$ cat src/rtl/mem_wb_pipe_if.sv
// mem_wb_pipe_if: bundle between the MEM stage and the MEM/WB pipeline register.
//   master : drives the MEM-stage signals and observes the WB results (MEM stage / bench)
//   slave  : samples the MEM-stage signals and drives the WB results (mem_wb_pipe)
// MEM -> WB : validIn, stall, flush, srcSel, dataFromALU, dataFromRam, pcPlus4,
//             immIn, loadSize, loadUnsigned, byteOffset, writeEnableIn, writeBackAddrIn
// WB -> RF  : validOut, writeEnableOut, writeBackAddrOut, dataToReg, retireCount
interface mem_wb_pipe_if #(
  parameter int DATA_W     = 32,
  parameter int REG_ADDR_W = 5,
  parameter int CNT_W      = 64
);
  localparam int OFF_W = $clog2(DATA_W / 8);

  logic                  validIn;
  logic                  stall;
  logic                  flush;
  logic [1:0]            srcSel;
  logic [DATA_W-1:0]     dataFromALU;
  logic [DATA_W-1:0]     dataFromRam;
  logic [DATA_W-1:0]     pcPlus4;
  logic [DATA_W-1:0]     immIn;
  logic [1:0]            loadSize;
  logic                  loadUnsigned;
  logic [OFF_W-1:0]      byteOffset;
  logic                  writeEnableIn;
  logic [REG_ADDR_W-1:0] writeBackAddrIn;

  logic                  validOut;
  logic                  writeEnableOut;
  logic [REG_ADDR_W-1:0] writeBackAddrOut;
  logic [DATA_W-1:0]     dataToReg;
  logic [CNT_W-1:0]      retireCount;

  modport master (
    output validIn, stall, flush, srcSel, dataFromALU, dataFromRam, pcPlus4,
           immIn, loadSize, loadUnsigned, byteOffset, writeEnableIn, writeBackAddrIn,
    input  validOut, writeEnableOut, writeBackAddrOut, dataToReg, retireCount
  );

  modport slave (
    input  validIn, stall, flush, srcSel, dataFromALU, dataFromRam, pcPlus4,
           immIn, loadSize, loadUnsigned, byteOffset, writeEnableIn, writeBackAddrIn,
    output validOut, writeEnableOut, writeBackAddrOut, dataToReg, retireCount
  );
endinterface

$ cat src/rtl/mem_wb_pipe.sv
// mem_wb_pipe: MEM/WB pipeline register with load alignment/extension,
// write-back source select and a retired-instruction counter.
//   clk     : rising-edge clock
//   resetIn : asynchronous active-high reset, clears all WB state
//   bus     : mem_wb_pipe_if slave modport (MEM-stage inputs, WB outputs)
// The interface instance must be built with the same DATA_W/REG_ADDR_W/CNT_W.
module mem_wb_pipe #(
  parameter int DATA_W     = 32,
  parameter int REG_ADDR_W = 5,
  parameter int CNT_W      = 64
) (
  input  logic        clk,
  input  logic        resetIn,
  mem_wb_pipe_if.slave bus
);

  logic                  valid_q, valid_d;
  logic                  we_q, we_d;
  logic [REG_ADDR_W-1:0] addr_q, addr_d;
  logic [DATA_W-1:0]     data_q, data_d;
  logic [CNT_W-1:0]      cnt_q, cnt_d;

  logic [DATA_W-1:0]     lane;
  logic [DATA_W-1:0]     mask;
  logic                  msb;
  logic [DATA_W-1:0]     load_val;
  logic [DATA_W-1:0]     src_val;

  // Bits shifted in from above the word read as zero.
  assign lane = bus.dataFromRam >> {bus.byteOffset, 3'b000};

  // Extension is done with a width mask so one expression covers every size;
  // a double on a 32-bit path degenerates to a word (mask all ones, msb bit 31).
  always_comb begin
    mask = '1;
    msb  = lane[DATA_W-1];
    case (bus.loadSize)
      2'b00: begin
        mask = DATA_W'(8'hFF);
        msb  = lane[7];
      end
      2'b01: begin
        mask = DATA_W'(16'hFFFF);
        msb  = lane[15];
      end
      2'b10: begin
        mask = DATA_W'(32'hFFFF_FFFF);
        msb  = lane[31];
      end
      default: begin
        mask = '1;
        msb  = lane[DATA_W-1];
      end
    endcase
    load_val = (lane & mask) | ((!bus.loadUnsigned && msb) ? ~mask : '0);
  end

  always_comb begin
    src_val = bus.dataFromALU;
    case (bus.srcSel)
      2'b00:   src_val = bus.dataFromALU;
      2'b01:   src_val = load_val;
      2'b10:   src_val = bus.pcPlus4;
      default: src_val = bus.immIn;
    endcase
  end

  // Stall has priority over flush; a flush seen during a stall is dropped.
  always_comb begin
    valid_d = valid_q;
    we_d    = we_q;
    addr_d  = addr_q;
    data_d  = data_q;
    cnt_d   = cnt_q;
    if (!bus.stall) begin
      if (bus.flush) begin
        valid_d = 1'b0;
        we_d    = 1'b0;
        addr_d  = '0;
        data_d  = '0;
      end else begin
        valid_d = bus.validIn;
        we_d    = bus.validIn && bus.writeEnableIn && (bus.writeBackAddrIn != '0);
        addr_d  = bus.writeBackAddrIn;
        data_d  = src_val;
        if (bus.validIn) begin
          cnt_d = cnt_q + CNT_W'(1);
        end
      end
    end
  end

  always_ff @(posedge clk or posedge resetIn) begin
    if (resetIn) begin
      valid_q <= 1'b0;
      we_q    <= 1'b0;
      addr_q  <= '0;
      data_q  <= '0;
      cnt_q   <= '0;
    end else begin
      valid_q <= valid_d;
      we_q    <= we_d;
      addr_q  <= addr_d;
      data_q  <= data_d;
      cnt_q   <= cnt_d;
    end
  end

  assign bus.validOut         = valid_q;
  assign bus.writeEnableOut   = we_q;
  assign bus.writeBackAddrOut = addr_q;
  assign bus.dataToReg        = data_q;
  assign bus.retireCount      = cnt_q;

endmodule

$ cat src/flat_wrapper.sv
// flat-port wrapper written by rule: the top's interface ports become plain ports
module mem_wb_pipe_flat 
#(
  parameter int DATA_W     = 32,
  parameter int REG_ADDR_W = 5,
  parameter int CNT_W      = 64
)
  (clk, resetIn, bus_validIn, bus_stall, bus_flush, bus_srcSel, bus_dataFromALU, bus_dataFromRam, bus_pcPlus4, bus_immIn, bus_loadSize, bus_loadUnsigned, bus_byteOffset, bus_writeEnableIn, bus_writeBackAddrIn, bus_validOut, bus_writeEnableOut, bus_writeBackAddrOut, bus_dataToReg, bus_retireCount);
  mem_wb_pipe_if #(.DATA_W(DATA_W), .REG_ADDR_W(REG_ADDR_W), .CNT_W(CNT_W)) bus_i ();
  input  logic clk;
  input  logic resetIn;
  input wire logic [$bits(bus_i.validIn)-1:0] bus_validIn;
  input wire logic [$bits(bus_i.stall)-1:0] bus_stall;
  input wire logic [$bits(bus_i.flush)-1:0] bus_flush;
  input wire logic [$bits(bus_i.srcSel)-1:0] bus_srcSel;
  input wire logic [$bits(bus_i.dataFromALU)-1:0] bus_dataFromALU;
  input wire logic [$bits(bus_i.dataFromRam)-1:0] bus_dataFromRam;
  input wire logic [$bits(bus_i.pcPlus4)-1:0] bus_pcPlus4;
  input wire logic [$bits(bus_i.immIn)-1:0] bus_immIn;
  input wire logic [$bits(bus_i.loadSize)-1:0] bus_loadSize;
  input wire logic [$bits(bus_i.loadUnsigned)-1:0] bus_loadUnsigned;
  input wire logic [$bits(bus_i.byteOffset)-1:0] bus_byteOffset;
  input wire logic [$bits(bus_i.writeEnableIn)-1:0] bus_writeEnableIn;
  input wire logic [$bits(bus_i.writeBackAddrIn)-1:0] bus_writeBackAddrIn;
  output wire logic [$bits(bus_i.validOut)-1:0] bus_validOut;
  output wire logic [$bits(bus_i.writeEnableOut)-1:0] bus_writeEnableOut;
  output wire logic [$bits(bus_i.writeBackAddrOut)-1:0] bus_writeBackAddrOut;
  output wire logic [$bits(bus_i.dataToReg)-1:0] bus_dataToReg;
  output wire logic [$bits(bus_i.retireCount)-1:0] bus_retireCount;
  assign bus_i.validIn = bus_validIn;
  assign bus_i.stall = bus_stall;
  assign bus_i.flush = bus_flush;
  assign bus_i.srcSel = bus_srcSel;
  assign bus_i.dataFromALU = bus_dataFromALU;
  assign bus_i.dataFromRam = bus_dataFromRam;
  assign bus_i.pcPlus4 = bus_pcPlus4;
  assign bus_i.immIn = bus_immIn;
  assign bus_i.loadSize = bus_loadSize;
  assign bus_i.loadUnsigned = bus_loadUnsigned;
  assign bus_i.byteOffset = bus_byteOffset;
  assign bus_i.writeEnableIn = bus_writeEnableIn;
  assign bus_i.writeBackAddrIn = bus_writeBackAddrIn;
  assign bus_validOut = bus_i.validOut;
  assign bus_writeEnableOut = bus_i.writeEnableOut;
  assign bus_writeBackAddrOut = bus_i.writeBackAddrOut;
  assign bus_dataToReg = bus_i.dataToReg;
  assign bus_retireCount = bus_i.retireCount;
  mem_wb_pipe #(.DATA_W(DATA_W), .REG_ADDR_W(REG_ADDR_W), .CNT_W(CNT_W)) u_core (.clk(clk), .resetIn(resetIn), .bus(bus_i));
endmodule
$ cat config.mk
export PLATFORM = sky130hd
export DESIGN_NAME = mem_wb_pipe_flat
export DESIGN_NICKNAME = d
export VERILOG_FILES = /design/src/rtl/mem_wb_pipe_if.sv /design/src/rtl/mem_wb_pipe.sv /design/src/flat_wrapper.sv
export SDC_FILE = /design/constraint.sdc
export NUM_CORES = 1
export LEC_CHECK = 0
export CAP_MARGIN = 25
export CORE_ASPECT_RATIO = 1.4
export CORE_MARGIN = 5
export CORE_UTILIZATION = 43
export CTS_CLUSTER_SIZE = 14
export DETAILED_ROUTE_END_ITERATION = 8
export PLACE_DENSITY = 0.93
export RECOVER_POWER = 100
export SLEW_MARGIN = 0
export SYNTH_ARGS = -nofsm -noshare
export SYNTH_HDL_FRONTEND = slang
export SYNTH_SLANG_ARGS = --single-unit
$ cat constraint.sdc
create_clock -name clk -period 3.5 [get_ports clk]
set_input_delay 0.525 -clock clk [delete_from_list [all_inputs] [get_ports clk]]
set_output_delay 0.525 -clock clk [all_outputs]
set_load 0.05 [all_outputs]
==> results of run 1 <==
-- sequential cells by signal, indices dropped and copies added, names as in the netlist --
register,cells
u_core.bus.dataToReg,32
u_core.bus.retireCount,64
u_core.bus.validOut,1
u_core.bus.writeBackAddrOut,5
u_core.bus.writeEnableOut,1
-- Yosys cell counts (all sizes together) (2+ instances only) --
| cell type | n |
|---|---|
| dfrtp | 103 |
| nand2 | 72 |
| xor2 | 43 |
| o21ai | 37 |
| mux2i | 34 |
| nor2 | 33 |
| nor3 | 28 |
| clkbuf | 22 |
| nand3 | 21 |
| xnor2 | 20 |
| a21oi | 15 |
| nand4 | 15 |
| buf | 14 |
| inv | 13 |
| nor4 | 11 |
| nand2b | 10 |
| o211ai | 9 |
| a221oi | 8 |
| mux4 | 8 |
| o221ai | 8 |
| a211oi | 7 |
| a2bb2oi | 7 |
| o21a | 7 |
| o31ai | 7 |
| a22o | 5 |
| nor3b | 5 |
| and2 | 3 |
| and4 | 3 |
| a21o | 2 |
| a22oi | 2 |
| and3 | 2 |
| mux2 | 2 |
-- path summary, 6_finish.rpt --
kind / startpoint / to / slack (ps) / cells past startpoint
hold reg to reg: u_core.bus.dataToReg[22] / u_core.bus.dataToReg[22] / 470 / 2
min in group asynchronous: resetIn / u_core.bus.retireCount[30] / 830 / 2
setup reg to reg: u_core.bus.retireCount[0] / u_core.bus.retireCount[60] / 1300 / 7
max in group asynchronous: resetIn / u_core.bus.retireCount[1] / 1140 / 3
setup / recovery: bus_byteOffset[1] / u_core.bus.dataToReg[0] / 520 / 7
hold / removal: u_core.bus.dataToReg[22] / u_core.bus.dataToReg[22] / 470 / 2
-- worst reg2reg max path, stage by stage, from the launching register on --
cell and delay [ps]:
dfrtp_1 430, ha_1 190, inv_1 70, nor4_4 450, nand4_1 150, buf_4 240, nor4_1 410, xor2_1 180
-- per-layer routing --
metal | up-vias | share of wire | routed length (µm)
li1 | 2613 | - | -
met2 | 343 | 0.51 | 10300
met3 | 67 | 0.088 | 1750
met5 | - | 0 | 0
met4 | 0 | 0.049 | 975
met1 | 2708 | 0.35 | 6980
-- kinds of logic (layout without fill, tap and decap cells) --
group / after synthesis / after routing
multiplexers: 44 / 44
AND/OR/NAND/NOR: 209 / 209
flip-flops: 103 / 103
AO/OA/AOI/OAI: 120 / 120
adder cells (fa/ha/maj): 1 / 1
XOR/XNOR: 63 / 63
buffers and inverters: 49 / 291
-- through the flow --
step	setup slack [ps]	utilization	total power, W	instances
CTS	967	0.657	0.00316	1013
global route	434	0.650	0.00324	1013
global placement	709	0.636	0.00221	997
floorplan	271	-	0.00182	589
detailed placement	619	0.636	0.00222	997
finish	525	0.650	0.00311	1013
-- power groups by stage --
stage / registers, W / clock network [W] / logic, W
6_report: 0.00131 / 0.000938 / 0.000858
2_1_floorplan: 0.00157 / 0 / 0.000247
3_3_place_gp: 0.00133 / 0 / 0.000878
5_1_grt: 0.00132 / 0.00101 / 0.000902
4_1_cts: 0.00132 / 0.000956 / 0.000888
3_5_place_dp: 0.00134 / 0 / 0.000885
-- layout make-up --
cell class	instances	area, µm²	share of cell area
Sequential cell	103	2580	0.298
Clock inverter	6	43.8	0.00506
Clock buffer	10	229	0.0264
Multi-Input combinational cell	437	2970	0.342
Tap cell	182	228	0.0263
Inverter	13	51.3	0.00592
Timing Repair Buffer	262	2570	0.296
-- cell usage in the layout, fill, tap and decap left out, drive strengths merged, types with 8 or more instances in the layout --
cell type and n:
inv 15, o21ai 37, clkbuf 14, nor4 11, xnor2 20, o221ai 8
a221oi 8, nor2 33, nand3 21, dfrtp 103, nand4 15, xor2 43
clkdlybuf4s50 141, mux4 8, mux2i 34, a21oi 15, nand2b 10, nor3 28
dlygate4sd3 106, buf 11, o211ai 9, nand2 72
==> run metrics, run 1 <==
status completed; setup bufs post-CTS 0; depth of the CTS H-tree 3; syn_area_per_cell slightly below 10 µm²; RSZ-0062 raised after global routing no; WL/cell roughly 20 µm; Die W around 110 µm; global route overflow 0; largest family of logic cells by synthesized area simple AND/OR/NAND/NOR gates; Slowest-stage cell, CP dlygate4sd3_1; Seq cells post-synth slightly above 100; CTS clock-pin slew for the worst setup and hold paths 80 ps; post-synthesis adder-cell area fraction 0.00215; Post-route DRC 0; WP data arrival about 3200 ps; Post-synth EDFFs 0; worst slew pin tran approximately 1400 ps; maxcap violations 0; Clk network pwr share 0.302; Placed Area between 8000 and 9000 µm²; mux share of post-synthesis cell area 0.0933; Syn Nets 736; CP delay by family, top buffers and inverters; crit share post-route 0.850; skew final a little under 8 ps; Avg Vias per Cell 5.66; Max Slew Vio Count 0; Tot GR Track Use 0.247; DR iter-0 viols between 200 and 300; I/O Buffers 248; Compound-Gate Fraction of Synth Area 0.140; Max Fclk 336 MHz; # clock sinks around 100; WHS about 470 ps; std cell rows 50; Final Critical Period 2980 ps; Slew HR 0.0885; GR Util met1 0.273; Fillers roughly 1.0k; Root Driver clkbuf_16; area fraction of the dominant cell type after synthesis 0.443; Setup Total Neg Slack 0 ps; initial antenna violation count 0; Initial Util 0.437; Post-synth ARST share 1.00; cell internal pwr about 0.0021 W; area delta synth->final 48.8%; WP buf/inv 2; largest fanout on the critical path 12; Post-Syn Instances approximately 600; net switching power approximately 0.001 W; cell mode on critical path mux2i_1; Inserted Clock Buffers 9; largest net degree at the start of global routing 65; Antenna diodes 0; sequential share of power 0.422; Seq/Total Area, Yosys 0.443; via count 5731; DIE AREA about 16000 µm²; Leakage ~4 nW; # IOs 249; CP Launch Type primary input; final wirelength about 20000 µm; Cell Pwr Density ~360 nW/µm²; final design area excluding fillers 8660 µm²; Logic pwr share 0.276; routing usage on met2 0.447; Fin. Hold Viols 0; switching part of the total 0.326; Resized Gates After CTS 0; CP endpoint kind flop; drt pass-1 iters 5; Top FF cell, synth dfrtp_1; CTS Hold Buffers Added 0; largest stage delay on the critical path a little under 800 ps; Post-Syn Area roughly 5800 µm²; top cell type by total area after synthesis dfrtp_1; Die Ht 148 µm; Max VDD drop around 0.21 mV; CTS tree yes; endpoints failing setup 0; post-DP HPWL 15700 µm; Hold/Removal Path Class flop to flop; vias in the first global route roughly 6.0k; Worst Path Required roughly 3700 ps; CP Cell Sequence dlygate4sd3_1, clkbuf_1, mux2i_1, mux2i_1, mux4_2, nand2b_1, o21ai_0; fin nets between 900 and 1k; Bufs on Longest Clock Path 2; clk_lat worst skew 330 ps; GP Congestion ~1.0; simple-gate area share of the yosys netlist 0.192; post-synthesis xor/xnor area fraction 0.0948; Antenna Violating Nets Remaining 0; worst setup path class primary input to flop; met3 Resource Use GR 0.0494; ranking of synthesized cells by area dfrtp_1 (44%), xor2_1 (6.5%), mux2i_1 (5.8%); first-pass GRT wire length around 31000 µm; layout cells sized above 1 0.0493; core region area roughly 13000 µm²; yosys warns 0; Distinct cells, synth 52; GR peak layer met2
(Power assumes the default switching activity.)
==> run 2, diff against run 1 <==
--- a/config.mk
+++ b/config.mk
@@ -7,7 +7,7 @@
 export LEC_CHECK = 0
 export CAP_MARGIN = 25
 export CORE_ASPECT_RATIO = 1.4
-export CORE_MARGIN = 5
+export CORE_MARGIN = 1
 export CORE_UTILIZATION = 43
 export CTS_CLUSTER_SIZE = 14
 export DETAILED_ROUTE_END_ITERATION = 8
==> run 2 against run 1 <==
Compared with the run above:
- the run now ends with max-capacitance violations, max-slew violations left
- via count about the same
- global-route usage increased by 3.3 points
- cell area increased by 0.59%
- core utilization increased by 2.0 points
- setup slack improved by 16 ps
- combinational power decreased by 0.5%
- sequential cell count unchanged
- clock skew increased by 2.0 ps
- clock power increased by 14%
- register-to-register slack improved by 30 ps
- critical path type unchanged
- critical endpoint is now u_core.bus.dataToReg[4]
- largest cell class unchanged
- largest power group unchanged
- highest routed layer unchanged
==> run metrics, run 2 (same netlist as run 1, synthesis figures left out) <==
Max Fclk 338 MHz (+0.53%); Fin. Hold Viols 0 (unchanged); Logic pwr share 0.264 (-0.012); fin nets 972 (-0.10%); Inserted Clock Buffers 9 (unchanged); Fillers 1020 (-1.3%); Clk network pwr share 0.330 (+0.028); status finished, violations left; crit share post-route 0.846 (-0.00446); area of the multi-input gates 2970 µm² (unchanged); DIE AREA 14000 µm² (-12%); final wirelength 19300 µm (-3.3%); Die Ht 140 µm (-5.4%); Seq. cell area 2580 µm² (unchanged); drt pass-1 iters 5 (unchanged); CP endpoint kind flop; RSZ-0062 raised after global routing no; setup bufs post-CTS 0 (unchanged); core region area 13000 µm² (-2.5%); clk_lat worst skew 340 ps (about the same); WP data arrival 3160 ps (-20 ps); area delta synth->final 49.7%; cell internal pwr 0.00219 W (+4.3%); worst setup path class primary input to flop; endpoints failing setup 0 (unchanged); Layout Utilization 0.670 (+0.0203); worst slew pin tran 2140 ps (+774 ps); # IOs 249 (unchanged); Die W 100 µm (-7.4%); Slew HR -0.436 (-0.524); largest net degree at the start of global routing 57 (-12%); WL/cell 19.2 µm (-2.8%); CTS clock-pin slew for the worst setup and hold paths 80 ps (about the same); Resized Gates After CTS 0 (unchanged); skew final 9.78 ps (+2.05 ps); CTS Hold Buffers Added 0 (unchanged); switching part of the total 0.325 (-0.00132); failing checks max-capacitance violations, max-slew violations; Post-route DRC 0 (unchanged); GP Congestion 0.892 (-11%); most common cell after layout, fill and taps aside clkdlybuf4s50_1; CTS tree yes; Cell Pwr Density 372 nW/µm² (+3.5%); Max VDD drop 0.239 mV (+13%); DR iter-0 viols 233 (-16%); layout cells sized above 1 0.0518 (+0.00247); Antenna diodes 0 (unchanged); CP Launch Type primary input; global route overflow 0 (unchanged); initial antenna violation count 0 (unchanged); # clock sinks 103 (unchanged); via count 5733 (+0.035%); Antenna Violating Nets Remaining 0 (unchanged); Final Critical Period 2960 ps (-15.6 ps); maxcap violations 1 (+1); first-pass GRT wire length 30100 µm (-2.7%); Root Driver clkbuf_16; depth of the CTS H-tree 3 (unchanged); largest fanout on the critical path 12 (unchanged); Tot GR Track Use 0.280 (+0.0333); Bufs on Longest Clock Path 2 (unchanged); post-DP HPWL 14900 µm (-4.8%); Leakage 4.03 nW (+0.57%); Worst Path Required 3700 ps (about the same); Max Slew Vio Count 48 (+48); Hold/Removal Path Class flop to flop; sequential share of power 0.406 (-0.016); Initial Util 0.448 (+0.0110); Avg Vias per Cell 5.69 (+0.53%); Setup Total Neg Slack 0 ps (unchanged); max reg flops 64 (unchanged); I/O Buffers 248 (unchanged); vias in the first global route 5777 (-3.3%); net switching power 0.00105 W (+3.7%); std cell rows 49 (-2.0%); commonest non-fill, non-tap cells in the layout clkdlybuf4s50_1 (140), dlygate4sd3_1 (106), dfrtp_1 (103)
[run 2: cell count changes in the layout (fill, tap and decap cells not counted), sizes merged]
cell	previous run	this run
buf	11	12
bufinv	0	1
clkbuf	14	12
clkdlybuf4s50	141	140
clkinv	3	2
inv	15	16
[run 2: layer usage]
layer | track usage | wire (µm) | vias up
met5 | 0 | 0 | -
met4 | 0.127 | 796 | 0
met3 | 0.0578 | 1400 | 50
met2 | 0.483 | 9880 | 307
met1 | 0.330 | 7230 | 2774
li1 | - | - | 2602
[run 2: worst paths after layout]
| check | start | endpoint | slack, ps | cells after the start |
|---|---|---|---|---|
| hold reg to reg | u_core.bus.dataToReg[19] | u_core.bus.dataToReg[19] | 470 | 2 |
| setup reg to reg | u_core.bus.retireCount[1] | u_core.bus.retireCount[46] | 1330 | 7 |
| min in group asynchronous | resetIn | u_core.bus.retireCount[38] | 1210 | 2 |
| hold / removal | u_core.bus.dataToReg[19] | u_core.bus.dataToReg[19] | 470 | 2 |
| setup / recovery | bus_byteOffset[1] | u_core.bus.dataToReg[4] | 540 | 7 |
| max in group asynchronous | resetIn | u_core.bus.retireCount[0] | 1300 | 3 |
[run 2: worst max-delay path, stage by stage]
cell	delay (ps)
dlygate4sd3_1	790
clkbuf_1	690
mux2i_1	390
mux2i_1	140
mux4_2	470
nand2b_1	80
o21ai_0	70
[run 2: power by group through the flow]
stage | Clock [W] | Combinational, W | Sequential (W)
finish | 0.00107 | 0.000854 | 0.00131
global route | 0.00114 | 0.000896 | 0.00132
CTS | 0.00109 | 0.000883 | 0.00132
detailed placement | 0 | 0.000881 | 0.00134
global placement | 0 | 0.000874 | 0.00134
floorplan | 0 | 0.000247 | 0.00157
[run 2: cell type report]
| type | count | share of cell area |
|---|---|---|
| flip-flops and latches | 103 | 0.296 |
| well taps | 178 | 0.0256 |
| multi-input cells | 437 | 0.340 |
| inverters | 13 | 0.00574 |
| clock inverters | 7 | 0.0112 |
| clock buffers | 9 | 0.0258 |
| repair buffers | 261 | 0.296 |
[run 2: metrics by stage]
stage / instance area (µm²) / std cells / setup WS [ps] / power (W) / hold WS, ps
after floorplan: 5820 / 589 / 271 / 0.00182 / 654
after global placement: 8470 / 991 / 697 / 0.00221 / 455
after detailed placement: 8470 / 991 / 678 / 0.00222 / 462
after CTS: 8790 / 1007 / 1050 / 0.00329 / 480
after global routing: 8710 / 1008 / 468 / 0.00336 / 496
final: 8710 / 1008 / 540 / 0.00324 / 472
